`config.mk`:
```
export PLATFORM = sky130hd
export DESIGN_NAME = ic_scr_key_ctrl
export DESIGN_NICKNAME = d
export VERILOG_FILES = /design/src/rtl/ic_scr_key_ctrl_pkg.sv /design/src/rtl/ic_scr_key_ctrl.sv
export SDC_FILE = /design/constraint.sdc
export NUM_CORES = 1
export LEC_CHECK = 0
export BUFFER_PORTS_ARGS = -buffer_cell sky130_fd_sc_hd__clkbuf_2
export CAP_MARGIN = 20
export CORE_AREA = 3 3 155 157
export DETAILED_ROUTE_END_ITERATION = 6
export DIE_AREA = 0 0 158 160
export PLACE_DENSITY_LB_ADDON = 0.12
export SETUP_SLACK_MARGIN = 0.1
export SLEW_MARGIN = 20
export SYNTH_ARGS = -nofsm -noshare
export SYNTH_HDL_FRONTEND = slang
export SYNTH_SLANG_ARGS = --single-unit
export TNS_END_PERCENT = 30
```
`constraint.sdc`:
```
create_clock -name clk_i -period 3.4 [get_ports clk_i]
set_clock_uncertainty 0.05 [all_clocks]
set_input_delay 0.34 -clock clk_i [delete_from_list [all_inputs] [get_ports clk_i]]
set_output_delay 0.34 -clock clk_i [all_outputs]
set_load 0.05 [all_outputs]
```
`src/rtl/ic_scr_key_ctrl_pkg.sv`:
```
// Shared constants for the ICache scrambling-key refresh controller:
// key/nonce widths, boot key/nonce values and FSM state encodings.
package ic_scr_key_ctrl_pkg;

    localparam int unsigned SCRAMBLE_KEY_W   = 128;
    localparam int unsigned SCRAMBLE_NONCE_W = 64;

    localparam logic [SCRAMBLE_KEY_W-1:0]   IC_SCR_RST_KEY   = 128'h3ba7_1d44_9c2e_5f80_a6d1_0e73_c4b9_2f15;
    localparam logic [SCRAMBLE_NONCE_W-1:0] IC_SCR_RST_NONCE = 64'hf4a2_8b3c_61d0_97e5;

    typedef logic [1:0] ic_scr_key_state_e;

    localparam ic_scr_key_state_e ST_VALID   = 2'd0;
    localparam ic_scr_key_state_e ST_REQ     = 2'd1;
    localparam ic_scr_key_state_e ST_BACKOFF = 2'd2;
    localparam ic_scr_key_state_e ST_ERR     = 2'd3;

endpackage

```
`src/rtl/ic_scr_key_ctrl.sv`:
```
// ICache scrambling-key refresh controller. An ICache invalidate drops
// key_valid and fetches a fresh key/nonce from OTP over a req/ack handshake.
// Optional OTP latency bound with timeout/retry/error: macro IC_SCR_KEY_TIMEOUT_EN.
module ic_scr_key_ctrl
    import ic_scr_key_ctrl_pkg::*;
#(
    parameter int unsigned       KeyW          = SCRAMBLE_KEY_W,
    parameter int unsigned       NonceW        = SCRAMBLE_NONCE_W,
    parameter logic [KeyW-1:0]   RstKey        = IC_SCR_RST_KEY,
    parameter logic [NonceW-1:0] RstNonce      = IC_SCR_RST_NONCE,
    parameter int unsigned       TimeoutCycles = 64,
    parameter int unsigned       MaxRetries    = 3
) (
    input  logic              clk_i,
    input  logic              rst_i,
    input  logic              icache_inval_i,
    output logic              key_valid_o,
    output logic [KeyW-1:0]   key_o,
    output logic [NonceW-1:0] nonce_o,
    output logic              otp_req_o,
    input  logic              otp_ack_i,
    input  logic [KeyW-1:0]   otp_key_i,
    input  logic [NonceW-1:0] otp_nonce_i,
    output logic              busy_o,
    output logic              key_err_o,
    output logic [7:0]        refresh_cnt_o
);

    if (TimeoutCycles < 2) begin : g_bad_timeout
        $error("TimeoutCycles must be at least 2");
    end
    if (MaxRetries < 1) begin : g_bad_retries
        $error("MaxRetries must be at least 1");
    end

    ic_scr_key_state_e state_q;
    logic              key_valid_q;
    logic              req_q;
    logic [7:0]        cnt_q;
    logic [KeyW-1:0]   key_q;
    logic [NonceW-1:0] nonce_q;
    logic              ack_accept;

`ifdef IC_SCR_KEY_TIMEOUT_EN
    localparam int TimerW = $clog2(TimeoutCycles);
    localparam int RetryW = $clog2(MaxRetries + 1);

    logic [TimerW-1:0] timer_q;
    logic [RetryW-1:0] retry_q;
    logic              err_q;
`endif

    // An ack only counts while a request is actually outstanding.
    assign ack_accept = req_q & otp_ack_i;

    // Refresh sequencing: request issue, completion, inval/ack collision and timeouts.
    always_ff @(posedge clk_i) begin
        if (rst_i) begin
            state_q     <= ST_VALID;
            key_valid_q <= 1'b1;
            req_q       <= 1'b0;
            cnt_q       <= 8'd0;
`ifdef IC_SCR_KEY_TIMEOUT_EN
            timer_q     <= '0;
            retry_q     <= '0;
            err_q       <= 1'b0;
`endif
        end else begin
            case (state_q)
                ST_VALID: begin
                    if (icache_inval_i) begin
                        state_q     <= ST_REQ;
                        key_valid_q <= 1'b0;
                        req_q       <= 1'b1;
`ifdef IC_SCR_KEY_TIMEOUT_EN
                        timer_q     <= '0;
                        retry_q     <= '0;
`endif
                    end
                end
                ST_REQ: begin
                    if (!req_q) begin
                        // One-cycle gap after an inval/ack collision; reissue.
                        req_q <= 1'b1;
`ifdef IC_SCR_KEY_TIMEOUT_EN
                        timer_q <= '0;
`endif
                    end else if (ack_accept) begin
                        req_q <= 1'b0;
`ifdef IC_SCR_KEY_TIMEOUT_EN
                        timer_q <= '0;
`endif
                        if (!icache_inval_i) begin
                            // Key just captured is stale if inval coincides; otherwise done.
                            state_q     <= ST_VALID;
                            key_valid_q <= 1'b1;
                            if (cnt_q != 8'hFF) begin
                                cnt_q <= cnt_q + 8'd1;
                            end
                        end
`ifdef IC_SCR_KEY_TIMEOUT_EN
                    end else if (timer_q == TimerW'(TimeoutCycles - 1)) begin
                        req_q   <= 1'b0;
                        timer_q <= '0;
                        if (retry_q == RetryW'(MaxRetries)) begin
                            state_q <= ST_ERR;
                            err_q   <= 1'b1;
                        end else begin
                            state_q <= ST_BACKOFF;
                            retry_q <= retry_q + 1'b1;
                        end
                    end else begin
                        timer_q <= timer_q + 1'b1;
`endif
                    end
                end
`ifdef IC_SCR_KEY_TIMEOUT_EN
                ST_BACKOFF: begin
                    state_q <= ST_REQ;
                    req_q   <= 1'b1;
                    timer_q <= '0;
                end
                ST_ERR: begin
                    if (icache_inval_i) begin
                        state_q <= ST_REQ;
                        err_q   <= 1'b0;
                        retry_q <= '0;
                        timer_q <= '0;
                        req_q   <= 1'b1;
                    end
                end
`endif
                default: begin
                    state_q     <= ST_VALID;
                    key_valid_q <= 1'b1;
                    req_q       <= 1'b0;
                end
            endcase
        end
    end

    // Key/nonce hold the boot values until an accepted ack replaces them.
    always_ff @(posedge clk_i) begin
        if (rst_i) begin
            key_q   <= RstKey;
            nonce_q <= RstNonce;
        end else if (ack_accept) begin
            key_q   <= otp_key_i;
            nonce_q <= otp_nonce_i;
        end
    end

    assign key_valid_o   = key_valid_q;
    assign key_o         = key_q;
    assign nonce_o       = nonce_q;
    assign otp_req_o     = req_q;
    assign busy_o        = (state_q != ST_VALID);
    assign refresh_cnt_o = cnt_q;
`ifdef IC_SCR_KEY_TIMEOUT_EN
    assign key_err_o     = err_q;
`else
    assign key_err_o     = 1'b0;
`endif

endmodule
```
## Yosys cells after proc, flatten, opt, wreduce, memory -nomap -nowiden

Cells that the tools add are included.
Widths: inputs -> output; s select.

| operators by class | value |
|---|---|
| eq/ne operators | 6 |
| mux-type cells | 14 |
| add/subtract/negate cells | 1 |
| reduce and logical (&&, ||, !) cells | 4 |
| bitwise logic cells | 2 |

Operators by type and width:

| cell | count |
|---|---|
| $add 8x1->8 const B | 1 |
| $mux 2 | 4 |
| $ne 2x2->1 const B | 4 |
| $ne 8x8->1 const B | 1 |
| $mux 1 | 7 |
| $reduce_and 5->1 | 1 |
| $pmux 1 s2 | 2 |
| $pmux 2 s2 | 1 |
| $reduce_and 4->1 | 1 |
| $eq 2x1->1 const B | 1 |
| $logic_not 2->1 | 1 |
| $reduce_bool 2->1 | 1 |
| $and 1x1->1 | 1 |
| $not 1->1 | 1 |

| word-level totals | value |
|---|---|
| logic and storage cells | 33 |
| input bits | 196 |
| bits in registers | 204 |
| output and inout port bits | 204 |

## Longest topological paths before layout

| depth | value |
|---|---|
| word-level depth | 4 |
| mapped depth | 6 |
| depth with buffers taken out | 5 |

## Worst setup path after synthesis

No wires, ideal clock.

| timing | value |
|---|---|
| path kind | reg-to-reg |
| from | reg cnt_q[0], in the netlist refresh_cnt_o[0] |
| to | reg cnt_q[1], in the netlist refresh_cnt_o[1] |
| required time | 3.222 ns |
| path slack | 1.666 ns |
| stages on the path, launching flop included | 6 |
| library setup time | 0.128 ns |
| buffers on the path | 0 |
| clock period less this slack | 1.734 ns |
| arrival time | 1.556 ns |
| path through | dfxtp_1 ha_1 nand3_1 o21ai_1 mux2i_1 nor2_1 |

| between the ends | value |
|---|---|
| longest elaborated chain between the ends | 2 |
| elaborated cells on any way between the ends | 3 |
| those cells by class | add/sub: 1; eq/ne: 1; reduce/logical: 1 |

RTL lines:

| what | RTL line | RTL |
|---|---|---|
| start, declared | ic_scr_key_ctrl.sv:39 | `logic [7:0] cnt_q;` |
| start signal, assigned | ic_scr_key_ctrl.sv:98 | `cnt_q <= cnt_q + 8'd1;` |
| branches (longest 2 deep; another with $add 8x1->8) | n/a |  |

Several ways; the timed one is not identified.
A chain may end at the register's enable or synchronous reset.

## Worst setup path in the final report

| timing | value |
|---|---|
| from | reg req_q, in the netlist otp_req_o |
| to | reg key_q[51], in the netlist key_o[51] |

| between the ends | value |
|---|---|
| longest elaborated chain between the ends | 1 |

RTL lines:

| what | RTL line | RTL |
|---|---|---|
| start, declared | ic_scr_key_ctrl.sv:38 | `logic req_q;` |
| start signal, assigned | ic_scr_key_ctrl.sv:61 | `req_q <= 1'b0;` |
| start signal, assigned | ic_scr_key_ctrl.sv:74 | `req_q <= 1'b1;` |
| start signal, assigned | ic_scr_key_ctrl.sv:84 | `req_q <= 1'b1;` |
| $and 1x1->1 | ic_scr_key_ctrl.sv:54 | `assign ack_accept = req_q & otp_ack_i;` |
| end signal, assigned | ic_scr_key_ctrl.sv:145 | `key_q <= RstKey;` |
| end signal, assigned | ic_scr_key_ctrl.sv:148 | `key_q <= otp_key_i;` |
| end, declared | ic_scr_key_ctrl.sv:40 | `logic [KeyW-1:0] key_q;` |

Every way passes these cells.

==> results.py <==
metrics = {
    "synthesis": {
        "synth_ff_type": "dfxtp_1",
        "synth-edff-count": 0,
        "async_flop_share_pct": 0,
        "ys_seq_area_share_pct": 56.9,
        "synth_nets": 1092,
        "netlist_instances": 894,
        "ys_seq_elements": 203,
        "yosysUniqueCellTypes": 33,
        "synth_area_mm2": 0.00715,
        "yosysWarnings": 0,
        "syn_avg_cell_area_um2": 7.99,
    },
    "sta": {
        "setup_viol": 0,
        "drv_slew": 0,
        "holdWs_ns": 0.0202,
        "fin_crit_sh_pct": 51.6,
        "rsz0062_at_grt": "no",
        "layout_setup_ws_ns": 1.65,
        "fmax_ghz": 0.570,
        "tns_ns": 0,
        "slew_headroom_pct": 37.9,
        "worst_pin_slew_ns": 0.932,
        "period_needed_ns": 1.75,
        "hold_violations": 0,
    },
    "hold_path": {
        "hold_path.startpoint": "otp_key_i[92]",
        "hp-class": "input port to flop",
        "hold_depth": 3,
        "min_to": "key_o[92]$_SDFFE_PP1P_",
    },
    "placement": {
        "dpl.cell_count": 1518,
        "dp_hpwl_mm": 16.3,
        "globalplace.congestion": 0.774,
        "placed_area_mm2": 0.00925,
        "place_ws_ns": 1.34,
        "io_buffers": 398,
    },
    "setup_path": {
        "r2r_cells": 4,
        "end_kind": "flop",
        "cp.arrival_ns": 2.13,
        "r2r-end": "key_o[51]$_SDFFE_PP0P_",
        "crit_type": "flop to flop",
        "crit_fanout": 73,
        "cp_data_required_time_ns": 3.78,
        "startpoint_type": "flop",
        "reg2reg_from": "otp_req_o$_SDFFE_PP0P_",
        "ff2ff_setup_slack_ns": 1.65,
    },
    "clocking": {
        "cts.htree.levels": 1,
        "clk_latency_ns": 0.50,
        "clk_pin_slew_worst_paths_ns": 0.06,
        "clockBufferDepth": 3,
        "cts_tree": "built",
        "cts.sinks": 203,
        "ctsRootBufferMaster": "clkbuf_16",
        "cts_setup_buffers": 0,
        "cts_buffers": 24,
    },
    "global_routing": {
        "antenna_found_initial": 0,
        "grtUsageTotal_pct": 18.6,
        "grt_pass1_vias": 7713,
        "grt_overflow": 0,
        "grt_max_degree": 97,
        "grt_pass1_wl_mm": 38.9,
    },
    "flow_run": {
        "max-cap-violations": 0,
    },
    "drt": {
        "finalWirelength_mm": 25.3,
        "drt_iter0_drc": 486,
        "drc_errors": 0,
        "postRouteAntennaNets": 0,
        "vias_per_cell": 4.49,
        "dr_total_vias": 7822,
        "avgRoutedWirePerCell_um": 14.5,
        "drtPass1Iterations": 5,
    },
    "power": {
        "p_int_mw": 4.48,
        "seq_power_share_pct": 40.2,
        "vdd_drop_max_mv": 0.374,
        "switching_share_pct": 31.4,
        "power_switching_mw": 2.05,
        "power_frac_comb_pct": 21.7,
        "finalPower_mw": 6.53,
        "total_leakage_power_nw": 5.68,
        "pwr-share-clk_pct": 38.1,
        "p_per_area_mw_per_mm2": 552,
    },
    "final_layout": {
        "areaGrowthSynthToFinish_pct": 65.5,
        "nNetsFinal": 1637,
        "fin_area_mm2": 0.0118,
        "fin_cells": 1741,
        "num_antenna_cells": 0,
        "fillers": 2166,
        "post-route-util_pct": 52.2,
        "drive_above_1_share_pct": 30.8,
    },
    "outcome": {
        "status": "completed",
    },
    "floorplanning": {
        "pin_count": 400,
        "coreArea_mm2": 0.0226,
        "die_area_mm2": 0.0253,
        "die_x_um": 158,
        "start_util_pct": 31.6,
        "core.rowCount": 55,
        "chipHeight_um": 160,
    },
}
## per-layer routing
layer	track usage, %	vias up	routed length [um]
li1	-	3963	-
met2	31.5	307	12000
met4	7.51	0	1110
met1	21.9	3483	10100
met3	5.53	69	2090
met5	0	-	0
## layout make-up
class / instances / area (um2) / share of cell area [%]
flip-flops and latches: 203 / 4060 / 34.4
repair buffers: 585 / 3910 / 33.1
multi-input cells: 621 / 2710 / 22.9
clock buffers: 38 / 744 / 6.29
well taps: 285 / 357 / 3.02
clock inverters: 5 / 28.8 / 0.243
inverters: 4 / 15.0 / 0.127
## logic make-up after synthesis
family / count (synthesis) / synth area share, %
buf+inv: 70 / 5.41
fa+ha+maj: 2 / 0.350
mux: 1 / 0.140
xor+xnor: 3 / 0.368
other cells: 1 / 0.0525
flops: 203 / 56.9
simple gates: 502 / 28.6
compound gates: 112 / 8.19
## critical path, stage by stage, from the launching register on
cell and delay (ns):
dfxtp_1 0.43, and2_4 0.51, buf_12 0.34, nand2_1 0.11, a21oi_1 0.16
## synthesized netlist by cell type (2+ instances only)
cell,count,area [um2]
inv_1,3,11.3
nand3_1,96,480
nand2_1,388,1460
clkbuf_1,21,78.8
buf_6,7,78.8
dfxtp_1,203,4060
xor2_1,3,26.3
ha_1,2,25.0
a21oi_1,102,510
o211ai_1,2,15.0
buf_4,11,82.6
and3_1,2,12.5
o21ai_0,2,10.0
nor2_1,8,30.0
buf_1,3,11.3
buf_2,24,120
## flip-flops by register name (all words and copies together) (netlist names)
| name | count |
|---|---|
| key_o | 128 |
| key_valid_o | 1 |
| nonce_o | 64 |
| otp_req_o | 1 |
| refresh_cnt_o | 8 |
| state_q | 1 |
## timing repair
action	CTS	global route
gates resized for setup	0	0
hold buffers	180	0
hold endpoints to repair	180	0
setup endpoints to repair	0	0
## power by group through the flow
| stage | Sequential (mW) | Combinational (mW) | Clock [mW] |
|---|---|---|---|
| final | 2.62 | 1.42 | 2.49 |
| after floorplan | 3.22 | 0.349 | 0 |
| after detailed placement | 2.68 | 1.26 | 0 |
| after global routing | 2.64 | 1.52 | 2.66 |
| after CTS | 2.63 | 1.43 | 2.56 |
| after global placement | 2.67 | 1.26 | 0 |
## worst max path at each step
stage / slack (ns) / startpoint / endpoint
finish: 1.65 / otp_req_o$_SDFFE_PP0P_ / key_o[51]$_SDFFE_PP0P_
global route: 1.49 / otp_req_o$_SDFFE_PP0P_ / key_o[51]$_SDFFE_PP0P_
CTS: 1.62 / otp_req_o$_SDFFE_PP0P_ / key_o[51]$_SDFFE_PP0P_
detailed placement: 1.34 / rst_i / nonce_o[23]$_SDFFE_PP1P_
global placement: 1.35 / rst_i / key_o[125]$_SDFFE_PP1P_
floorplan: 1.67 / refresh_cnt_o[0]$_SDFFE_PP0P_ / refresh_cnt_o[1]$_SDFFE_PP0P_
## placed cells by master (no fill, tap or decap), drive strengths merged
| cell type | instances |
|---|---|
| a21oi | 102 |
| xor2 | 3 |
| clkbuf | 435 |
| and2 | 1 |
| buf | 8 |
| o21ai | 3 |
| clkinv | 4 |
| nor2 | 8 |
| o311ai | 1 |
| nor3 | 1 |
| dlygate4sd3 | 180 |
| a21boi | 1 |
| o41ai | 1 |
| nand2 | 388 |
| a211oi | 2 |
| o211ai | 2 |
| inv | 5 |
| and3 | 2 |
| dfxtp | 203 |
| mux2i | 1 |
| conb | 1 |
| ha | 2 |
| and4b | 1 |
| and3b | 1 |
| nand4 | 2 |
| nand3 | 96 |
| or2 | 1 |
| and2b | 1 |
Note: power is estimated with default switching activity, not from simulation.
